$ cat src/rtl/biu_prefetch_queue.sv
// Bus-interface fetch stage: reads code bytes from (CS<<4)+fetch_ptr into a 4-byte prefetch
// queue and presents them little-endian to decode, tracking the architectural IP of the head byte.
module biu_prefetch_queue #(
    parameter int QUEUE_DEPTH = 4,
    parameter int ADDR_W      = 20
) (
    input  logic                     clk,
    input  logic                     reset,
    input  logic [15:0]              CS,
    input  logic                     IP_load,
    input  logic [15:0]              IP_new,
    output logic [ADDR_W-1:0]        Direction,
    output logic                     mem_rd,
    input  logic                     mem_ack,
    input  logic [7:0]               Data_in,
    input  logic [2:0]               consume,
    output logic [8*QUEUE_DEPTH-1:0] Instruction,
    output logic [2:0]               Queue_count,
    output logic [15:0]              IP
);

    localparam int QW = 8 * QUEUE_DEPTH;

    typedef enum logic {
        IDLE,
        REQ
    } state_e;

    state_e            state_q, state_d;
    logic [QW-1:0]     queue_q, queue_d;
    logic [2:0]        count_q, count_d;
    logic [15:0]       ip_q, ip_d;
    logic [15:0]       fetch_ptr_q, fetch_ptr_d;
    logic [ADDR_W-1:0] direction_q, direction_d;
    logic              discard_q, discard_d;

    logic [2:0]        removed;
    logic [2:0]        count_after;
    logic [ADDR_W-1:0] fetch_addr;

    // Decode may ask for more than is queued; only what is present gets retired.
    assign removed     = (consume > count_q) ? count_q : consume;
    assign count_after = count_q - removed;
    assign fetch_addr  = ADDR_W'({CS, 4'h0}) + ADDR_W'(fetch_ptr_q);

    always_comb begin
        state_d     = state_q;
        queue_d     = queue_q;
        count_d     = count_q;
        ip_d        = ip_q;
        fetch_ptr_d = fetch_ptr_q;
        direction_d = direction_q;
        discard_d   = discard_q;

        if (IP_load) begin
            queue_d     = '0;
            count_d     = 3'd0;
            ip_d        = IP_new;
            fetch_ptr_d = IP_new;
            // A request already on the bus cannot be aborted, so its byte is marked stale.
            if (state_q == REQ) begin
                if (mem_ack) begin
                    state_d   = IDLE;
                    discard_d = 1'b0;
                end else begin
                    discard_d = 1'b1;
                end
            end
        end else begin
            // Slots above the count are kept zero, so shifting and OR-ing in the tail is enough.
            queue_d = queue_q >> {removed, 3'b000};
            count_d = count_after;
            ip_d    = ip_q + 16'(removed);

            case (state_q)
                IDLE: begin
                    if (count_after < 3'(QUEUE_DEPTH)) begin
                        state_d     = REQ;
                        direction_d = fetch_addr;
                    end
                end
                REQ: begin
                    if (mem_ack) begin
                        state_d   = IDLE;
                        discard_d = 1'b0;
                        if (!discard_q) begin
                            queue_d     = queue_d | (QW'(Data_in) << {count_after, 3'b000});
                            count_d     = count_after + 3'd1;
                            fetch_ptr_d = fetch_ptr_q + 16'd1;
                        end
                    end
                end
                default: state_d = IDLE;
            endcase
        end
    end

    always_ff @(posedge clk or negedge reset) begin
        if (!reset) begin
            state_q     <= IDLE;
            queue_q     <= '0;
            count_q     <= 3'd0;
            ip_q        <= 16'h0000;
            fetch_ptr_q <= 16'h0000;
            direction_q <= '0;
            discard_q   <= 1'b0;
        end else begin
            state_q     <= state_d;
            queue_q     <= queue_d;
            count_q     <= count_d;
            ip_q        <= ip_d;
            fetch_ptr_q <= fetch_ptr_d;
            direction_q <= direction_d;
            discard_q   <= discard_d;
        end
    end

    always_comb begin
        Instruction = '0;
        for (int i = 0; i < QUEUE_DEPTH; i++) begin
            if (3'(i) < count_q) begin
                Instruction[i*8 +: 8] = queue_q[i*8 +: 8];
            end
        end
    end

    assign mem_rd      = (state_q == REQ);
    assign Direction   = direction_q;
    assign Queue_count = count_q;
    assign IP          = ip_q;

endmodule

$ cat config.mk
export PLATFORM = sky130hd
export DESIGN_NAME = biu_prefetch_queue
export DESIGN_NICKNAME = d
export VERILOG_FILES = /design/src/rtl/biu_prefetch_queue.sv
export SDC_FILE = /design/constraint.sdc
export NUM_CORES = 1
export LEC_CHECK = 0
export BUFFER_PORTS_ARGS = -buffer_cell sky130_fd_sc_hd__buf_2
export CAP_MARGIN = 10
export CORE_MARGIN = 5
export CORE_UTILIZATION = 30
export DETAILED_ROUTE_END_ITERATION = 12
export PLACE_DENSITY = 0.53
export SLEW_MARGIN = 15
export SYNTH_ARGS = -nofsm -noshare
export SYNTH_HDL_FRONTEND = slang
export SYNTH_SLANG_ARGS = --single-unit
$ cat constraint.sdc
create_clock -name clk -period 7.5 [get_ports clk]
set_input_delay 1.5 -clock clk [delete_from_list [all_inputs] [get_ports clk]]
set_output_delay 1.5 -clock clk [all_outputs]
set_load 0.01 [all_outputs]
==> results.toml, run 1 <==
[clock_network]
clkLatencyLatePin_ps = 350
cts_inserted_buffers = 9
path_clk_slew_ps = 60
cts_root_buffer = "clkbuf_16"
ctsHoldBuffers = 0
cts_repair_resize_count = 0
cts_tree = "yes"
cts.sinks = 89
post_cts_buffers = 0
clockBufferDepth = 2
htreeDepth = 3

[timing]
hold_ws_ps = 478.7
report.final.slew_viol_count = 0
period_needed_ps = 5082
setup_viol = 0
worstMarginPinSlew_ps = 1038
rsz0062_at_grt = "false"
finalCritPeriodShare = 0.6776
setup-tns-final_ps = 0
fmax_mhz = 196.8
setup_slack_ps = 2418
finalHoldViolCount = 0
skew_ps = 10.77
relSlewSlack = 0.3029

[worst_hold_path]
hp-start = "Direction[15]"
hold_end = "Direction[15]"
min_path_cells = 2
hp-class = "flip-flop to flip-flop"

[setup_path]
required_ps = 7730
rr_worst_depth = 12
reg2reg_from = "Queue_count[2]"
r2r_end = "Direction[4]"
end_kind = "flip-flop"
critPathKind = "input pin to flip-flop"
arrival_ps = 5310
r2r_slack_ps = 2940
start_kind = "input pin"
path_max_fanout = 36

[logic_synthesis]
syn_avg_cell_area_um2 = 9.910
syn-instance-count = 539
syn_nets = 610
yosys.area.top_type = "dfrtp_1"
ys_top_cells_by_area = "dfrtp_1 42%, mux2_2 7.0%, ha_1 4.9%, xnor2_1 4.4%, nand2_1 3.5%"
synthDistinctLibCells = 46
synth_most_common_cell = "dfrtp_1"
synth_seq_cells = 89
synthArstFlopShare = 1.000
ys_warn_count = 0
synth_flop_cell = "dfrtp_1"
synth-edff-count = 0
synth_common_cells = "89 x dfrtp_1, 50 x nand2_1, 40 x nor2_1"
netlist_area_um2 = 5341
synth_top_area_share = 0.4170
ys_seq_area_frac = 0.4170

[die]
die_w_um = 143.4
core.rowCount = 48
die_h_um = 143.4
io_pins = 119
initial_core_util = 0.3077
die_area_um2 = 20570
core_um2 = 17360

[layout]
seq_area_um2 = 2227
syn_to_final_growth_pct = 20.82
multi_input_area_um2 = 2958
drive_gt1_frac = 0.2763
num-fill-cells = 1764
final_cell_area_um2 = 6454
stdcell_count = 880
nets = 721
finish.utilization = 0.3718
antennaDiodeCount = 0

[power_and_ir_drop]
p_per_area_nw_per_um2 = 306.3
power_leakage_nw = 3.105
fin_total_pwr_mw = 1.977
irDropWorstVdd_mv = 0.1234

[drt]
viasPerCell = 5.068
drcViolationCount = 0
drtIter0Drc = 237
wl_per_cell_um = 16.72
vias = 4460
drt_wl_total_um = 14710
antenna_left = 0
drtPass1Iterations = 4

[placement]
io_buffers = 118
dpl.hpwl_um = 11070
finalWeightedCongestion = 0.8627
dpl_cell_area_um2 = 6150
dp_cells = 864
pre_cts_ws_ps = 2014

[status]
status = "finished clean"

[global_route]
grt_pass1_vias = 4648
grt_pass1_wl_um = 23890
gr-usage-all-layers = 0.1457
grt_max_degree = 72
antenna_found_initial = 3
grt-ovfl-total = 0

[job]
maxCapViolations = 0
-- cell type report --
class / count / area share
flip-flops and latches: 89 / 0.3451
repair buffers: 121 / 0.09539
multi-input cells: 411 / 0.4583
clock buffers: 9 / 0.03490
inverters: 18 / 0.01047
well taps: 225 / 0.04362
clock inverters: 7 / 0.01221
-- flip-flops by register name, indices dropped and copies added, names as in the netlist --
register     cells
Direction       20
IP              16
Queue_count      3
discard_q        1
fetch_ptr_q     16
mem_rd           1
queue_q         32
-- placed cells by master, fill, tap and decap left out, types with 9 or more instances in the layout --
cell,instances
a21o_1,10
a21oi_1,20
and2_1,10
and3_1,11
buf_2,117
clkbuf_16,9
dfrtp_1,89
ha_1,21
inv_1,16
mux2_2,33
mux2i_1,17
nand2_1,50
nand3_1,12
nor2_1,40
nor2b_1,29
o21ai_0,33
xnor2_1,27
xor2_1,18
-- metal layers --
metal	GRT usage	up-vias	part of all wire
met3	0.04093	30	0.083
met1	0.1818	2155	0.43
met4	0.05302	6	0.017
li1	-	2119	-
met2	0.2412	150	0.47
met5	0	-	0.0023
-- where the power goes --
group / leakage (nW) / switching, mW / total (mW) / internal [mW]
Clock: 0.138 / 0.202 / 0.462 / 0.260
Combinational: 1.83 / 0.498 / 0.836 / 0.339
Sequential: 1.13 / 0.0944 / 0.678 / 0.584
Total: 3.11 / 0.794 / 1.98 / 1.18
-- logic make-up (layout without fill, tap and decap cells) --
logic type | Yosys count | in the layout | share of synthesized area
simple gates | 177 | 177 | 0.1654
compound gates | 111 | 111 | 0.1370
flops | 89 | 89 | 0.4170
mux | 53 | 53 | 0.1141
xor+xnor | 46 | 46 | 0.07683
buf+inv | 39 | 155 | 0.02928
fa+ha+maj | 24 | 24 | 0.06044
-- worst max path at each step --
stage	start	end	slack, ps	depth (start not counted)
floorplan	consume[2]	queue_q[0]	3090	11
global placement	consume[2]	Direction[4]	2100	12
detailed placement	consume[2]	Direction[3]	2010	12
CTS	consume[2]	Direction[2]	2390	12
global route	consume[2]	Direction[2]	2140	12
finish	consume[2]	Direction[4]	2420	12
-- worst max-delay path, stage by stage --
cell and delay, ps:
buf_2 130, ha_1 360, and3_1 200, a21oi_4 200, mux2i_4 250, buf_4 370, inv_1 170, ha_1 230
fa_1 410, xor2_2 340, nand2_1 640, mux2_2 500
Note: power is estimated with default switching activity, not from simulation.
==> run 2: changes to the inputs <==
- ABC_AREA: unset -> 1
- PLACE_DENSITY: 0.53 -> 0.54
- clock period: 7.5 -> 4.2 ns (I/O delays scaled with it)
==> results.toml, run 2 <==
[timing]
report.final.slew_viol_count = 0
finalHoldViolCount = 0
worstMarginPinSlew_ps = 986.8
period_needed_ps = 3485
rsz0062_at_grt = "false"
skew_ps = 9.962
setup_viol = 0
relSlewSlack = 0.3421
setup-tns-final_ps = 0
fmax_mhz = 286.9
finalCritPeriodShare = 0.8298

[layout]
regMostFlops = "queue_q"
largest_reg_flops = 32
nets = 1085
drive_gt1_frac = 0.1600
syn_to_final_growth_pct = 18.79
seq_area_um2 = 2227
multi_input_area_um2 = 3269
layout_common_cells = "295 x nand2_1, 117 x buf_2, 111 x inv_1, 111 x nor2_1, 98 x nand3_1"
num-fill-cells = 2186
antennaDiodeCount = 0
stdcell_count = 1289
final_common_cell = "nand2_1"

[drt]
drtPass1Iterations = 5
drtIter0Drc = 452
antenna_left = 0
viasPerCell = 4.687
wl_per_cell_um = 14.51
drcViolationCount = 0
drt_wl_total_um = 18710
vias = 6042

[placement]
finalWeightedCongestion = 0.9064
io_buffers = 118
dp_cells = 1273
dpl.hpwl_um = 14270

[logic_synthesis]
synth_common_cells = "295 x nand2_1, 111 x inv_1, 111 x nor2_1"
synth_simple_gate_area_frac = 0.3705
synth_most_common_cell = "nand2_1"
ys_warn_count = 0
synthDistinctLibCells = 40
synth_compound_area_frac = 0.08679
ys_seq_area_frac = 0.3652
synth_flop_cell = "dfrtp_1"
synth-edff-count = 0
synth_top_family_by_area = "simple AND/OR/NAND/NOR gates"
synth_top_area_share = 0.3652
synth_fa_ha_area_frac = 0.05293
synth_xor_area_frac = 0.02585
netlist_area_um2 = 6098
ys_top_cells_by_area = "dfrtp_1 37%, nand2_1 18%, nand3_1 8.0%, inv_1 6.8%, nor2_1 6.8%"
muxShareOfSynthArea = 0
syn_avg_cell_area_um2 = 6.724
synth_seq_cells = 89
syn-instance-count = 907
yosys.area.top_type = "dfrtp_1"
syn_nets = 978
synthArstFlopShare = 1.000

[setup_path]
path_max_fanout = 15
reg2reg_from = "Queue_count[1]"
required_ps = 4440
cp.depth = 18
max_stage_delay_ps = 350
end_kind = "flip-flop"
crit_path_start = "consume[2]"
r2r_slack_ps = 760
crit_end = "IP[12]"
crit_family = "simple AND/OR/NAND/NOR gates"
r2r_end = "IP[12]"
crit_chain = "buf_2, ha_1, a21oi_2, nand2_2, nand2_4, nand2_4, nand2_4, ha_1, inv_1, fa_1, inv_1, nand2_1, a21boi_1, nand3_1, nor3_2, nand3_1, nand3_1, nand2_1"
critPathKind = "input pin to flip-flop"
cp.buffers_inverters = 3
arrival_ps = 3720
start_kind = "input pin"
rr_worst_depth = 17
cp_slowest_cell = "fa_1"

[clock_network]
htreeDepth = 3
cts_inserted_buffers = 9
path_clk_slew_ps = 70
cts_tree = "yes"
post_cts_buffers = 0
cts_repair_resize_count = 0
cts_root_buffer = "clkbuf_16"
ctsHoldBuffers = 0
clockBufferDepth = 2
clkLatencyLatePin_ps = 350
cts.sinks = 89

[worst_hold_path]
min_path_cells = 2
hp-class = "flip-flop to flip-flop"

[global_route]
gr-usage-all-layers = 0.1612
antenna_found_initial = 0
grt_pass1_wl_um = 30730
grt_pass1_vias = 5889
grt-ovfl-total = 0
grt_max_degree = 71

[job]
maxCapViolations = 0

[power_and_ir_drop]
power_leakage_nw = 3.831
irDropWorstVdd_mv = 0.3073
p_per_area_nw_per_um2 = 594.2

[die]
die_area_um2 = 23280
core_um2 = 20100
initial_core_util = 0.3033
die_h_um = 152.6
core.rowCount = 52
io_pins = 119
die_w_um = 152.6

[status]
status = "finished clean"
-- run 2: cell types whose count changed in the layout (fill, tap and decap cells not counted), sizes merged, moves of 29 or more --
cell   delta
nand2   +254
nor2b    -29
nor2     +72
inv      +95
nand3    +89
mux2     -33
-- run 2: kinds of logic after synthesis --
kind of cell | Yosys count
flip-flops | 89
adder cells (fa/ha/maj) | 24
buffers and inverters | 145
AND/OR/NAND/NOR | 536
AO/OA/AOI/OAI | 95
XOR/XNOR | 18
-- run 2: cell type report --
class,instances,area share
Tap cell,270,0.04663
Inverter,116,0.06010
Timing Repair Buffer,125,0.08912
Multi-Input combinational cell,673,0.4513
Sequential cell,89,0.3074
Clock inverter,6,0.01244
Clock buffer,10,0.03299
-- run 2: stage by stage --
stage / util / total power [mW] / area (um^2) / setup WS, ps / hold WS (ps)
2_1_floorplan: - / 2.789 / 6098 / 724.8 / 490.0
3_3_place_gp: 0.3440 / 3.394 / 6915 / 444.0 / 461.1
3_5_place_dp: 0.3440 / 3.419 / 6915 / 344.8 / 462.9
4_1_cts: 0.3603 / 4.346 / 7244 / 724.5 / 483.9
5_1_grt: 0.3603 / 4.667 / 7244 / 437.3 / 494.3
6_report: 0.3603 / 4.305 / 7244 / 714.8 / 476.5
-- run 2: power breakdown --
part           internal, mW  switching [mW]
Clock                 0.540           0.365
Sequential             1.07           0.167
Combinational         0.656            1.51
-- run 2: worst min-delay path by stage --
stage | startpoint | end | slack, ps
floorplan | fetch_ptr_q[1] | Direction[1] | 490
global placement | Direction[18] | Direction[18] | 460
detailed placement | Direction[14] | Direction[14] | 460
CTS | Direction[13] | Direction[13] | 480
global route | Direction[16] | Direction[16] | 490
finish | Direction[13] | Direction[13] | 480
-- run 2: per-layer routing --
metal | vias up | track usage | part of all wire
met5 | - | 0 | 0
met4 | 0 | 0.04582 | 0.014
met3 | 20 | 0.03209 | 0.053
met2 | 172 | 0.2535 | 0.44
met1 | 2780 | 0.2261 | 0.49
li1 | 3070 | - | -
-- run 2: worst reg2reg max path, stage by stage, from the launching register on --
cell	delay, ps
dfrtp_1	490
inv_1	160
ha_1	340
nand3_1	230
nand2_4	170
nand2_4	130
nand2_4	130
ha_1	170
inv_1	50
fa_1	350
inv_1	80
nand2_1	70
a21boi_1	220
nand3_1	170
nor3_2	310
nand3_1	110
nand3_1	100
nand2_1	60
==> run 3: changes to the inputs <==
- clock period: 4.2 -> 3.1 ns (I/O delays scaled with it)
==> results.toml, run 3 (synthesized netlist as in run 2, its figures left out) <==
[global_route]
antenna_found_initial = 0
grt_max_degree = 52
gr-usage-all-layers = 0.1564
grt_pass1_vias = 5844
grt-ovfl-total = 0
grt_pass1_wl_um = 30210

[setup_path]
cpMostUsedCell = "nand2_4"
end_kind = "flip-flop"
start_kind = "flip-flop"
max_stage_delay_ps = 560
critPathKind = "flip-flop to flip-flop"
crit_family = "simple AND/OR/NAND/NOR gates"
cp_slowest_cell = "fa_1"
arrival_ps = 3120
r2r_slack_ps = 270
cp.buffers_inverters = 3
required_ps = 3390
path_max_fanout = 8
crit_chain = "inv_2, ha_1, nand3_2, nand2_4, nand2_4, nand2_4, nand2_4, buf_4, ha_1, fa_1, nand2_1, nor2_1, nand3_1, nand3_1, nand2_1, inv_1"

[drt]
drcViolationCount = 0
routed.top_layer = "met4"
drtIter0Drc = 375
met2WireLength_um = 8100
viasPerCell = 4.570
wl_per_cell_um = 14.02
antenna_left = 0
wl_met1_um = 8975
drt_wl_total_um = 18400
route.met3.wl_um = 937
vias = 6000
drtPass1Iterations = 5

[timing]
report.final.slew_viol_count = 0
finalHoldViolCount = 0
skew_ps = 7.633
setup-tns-final_ps = 0
hold_ws_ps = 255.5
fmax_mhz = 353.1
finalCritPeriodShare = 0.9135
period_needed_ps = 2832
relSlewSlack = 0.5108
setup_slack_ps = 268.0
setup_viol = 0
rsz0062_at_grt = "false"
worstMarginPinSlew_ps = 733.8

[die]
core.rowCount = 52
die_w_um = 152.6
initial_core_util = 0.3033
io_pins = 119
die_area_um2 = 23280
core_um2 = 20100
die_h_um = 152.6

[clock_network]
cts_inserted_buffers = 9
clockBufferDepth = 2
post_cts_buffers = 0
clkLatencyLatePin_ps = 350
ctsHoldBuffers = 0
cts_root_buffer = "clkbuf_16"
cts_tree = "yes"
cts.sinks = 89
path_clk_slew_ps = 70
cts_repair_resize_count = 0
htreeDepth = 3

[layout]
nets = 1110
layout_common_cells = "295 x nand2_1, 117 x buf_2, 110 x nor2_1"
antennaDiodeCount = 0
drive_gt1_frac = 0.1870
seq_area_um2 = 2227
final_common_cell = "nand2_1"
num-fill-cells = 2175
regMostFlops = "queue_q"
syn_to_final_growth_pct = 22.20
final_cell_area_um2 = 7452
largest_reg_flops = 32
multi_input_area_um2 = 3324

[job]
maxCapViolations = 0

[placement]
pre_cts_ws_ps = -82.95
dpl.hpwl_um = 14290
dpl_cell_area_um2 = 7169
finalWeightedCongestion = 0.8679
io_buffers = 118

[power_and_ir_drop]
p_per_area_nw_per_um2 = 794.1
power_leakage_nw = 3.940
fin_total_pwr_mw = 5.918
irDropWorstVdd_mv = 0.3389

[status]
status = "finished clean"

[worst_hold_path]
hp-class = "input pin to asynchronous set/reset pin"
==> run 3: cell count changes in the layout (fill, tap and decap cells not counted), moves of 2 or more <==
cell / delta
nand3_1: -2
inv_1: -2
buf_4: +24
bufinv_16: -2
inv_2: +2
==> run 3: worst paths after layout <==
| check | from | end | cells after the start |
|---|---|---|---|
| setup / recovery | Queue_count[1] | queue_q[5] | 16 |
| hold / removal | reset | Direction[17] | 1 |
| setup reg to reg | Queue_count[1] | queue_q[5] | 16 |
| hold reg to reg | Direction[17] | Direction[17] | 2 |
| max in group asynchronous | reset | queue_q[1] | 2 |
| min in group clk | Direction[17] | Direction[17] | 2 |
==> run 3: area by class of cell <==
cell class | instances | share of cell area
well taps | 270 | 0.04533
multi-input cells | 673 | 0.4461
inverters | 116 | 0.05860
clock buffers | 10 | 0.03207
flip-flops and latches | 89 | 0.2989
clock inverters | 5 | 0.005541
repair buffers | 150 | 0.1135
==> run 3: layer usage <==
layer,GRT usage,vias to the layer above
met2,0.2377,148
li1,-,3127
met3,0.03096,24
met5,0,-
met1,0.2245,2701
met4,0.04837,0
==> run 3: metrics by stage <==
stage	utilization	instances
CTS	0.3706	1313
global placement	0.3566	1298
detailed placement	0.3566	1298
finish	0.3707	1313
global route	0.3707	1313
floorplan	-	907
==> run 3: power by group <==
group	switching, mW	leakage [nW]	total [mW]	internal (mW)
registers	0.222	1.14	1.67	1.45
clock network	0.491	0.131	1.06	0.567
logic	2.09	2.66	3.19	1.10
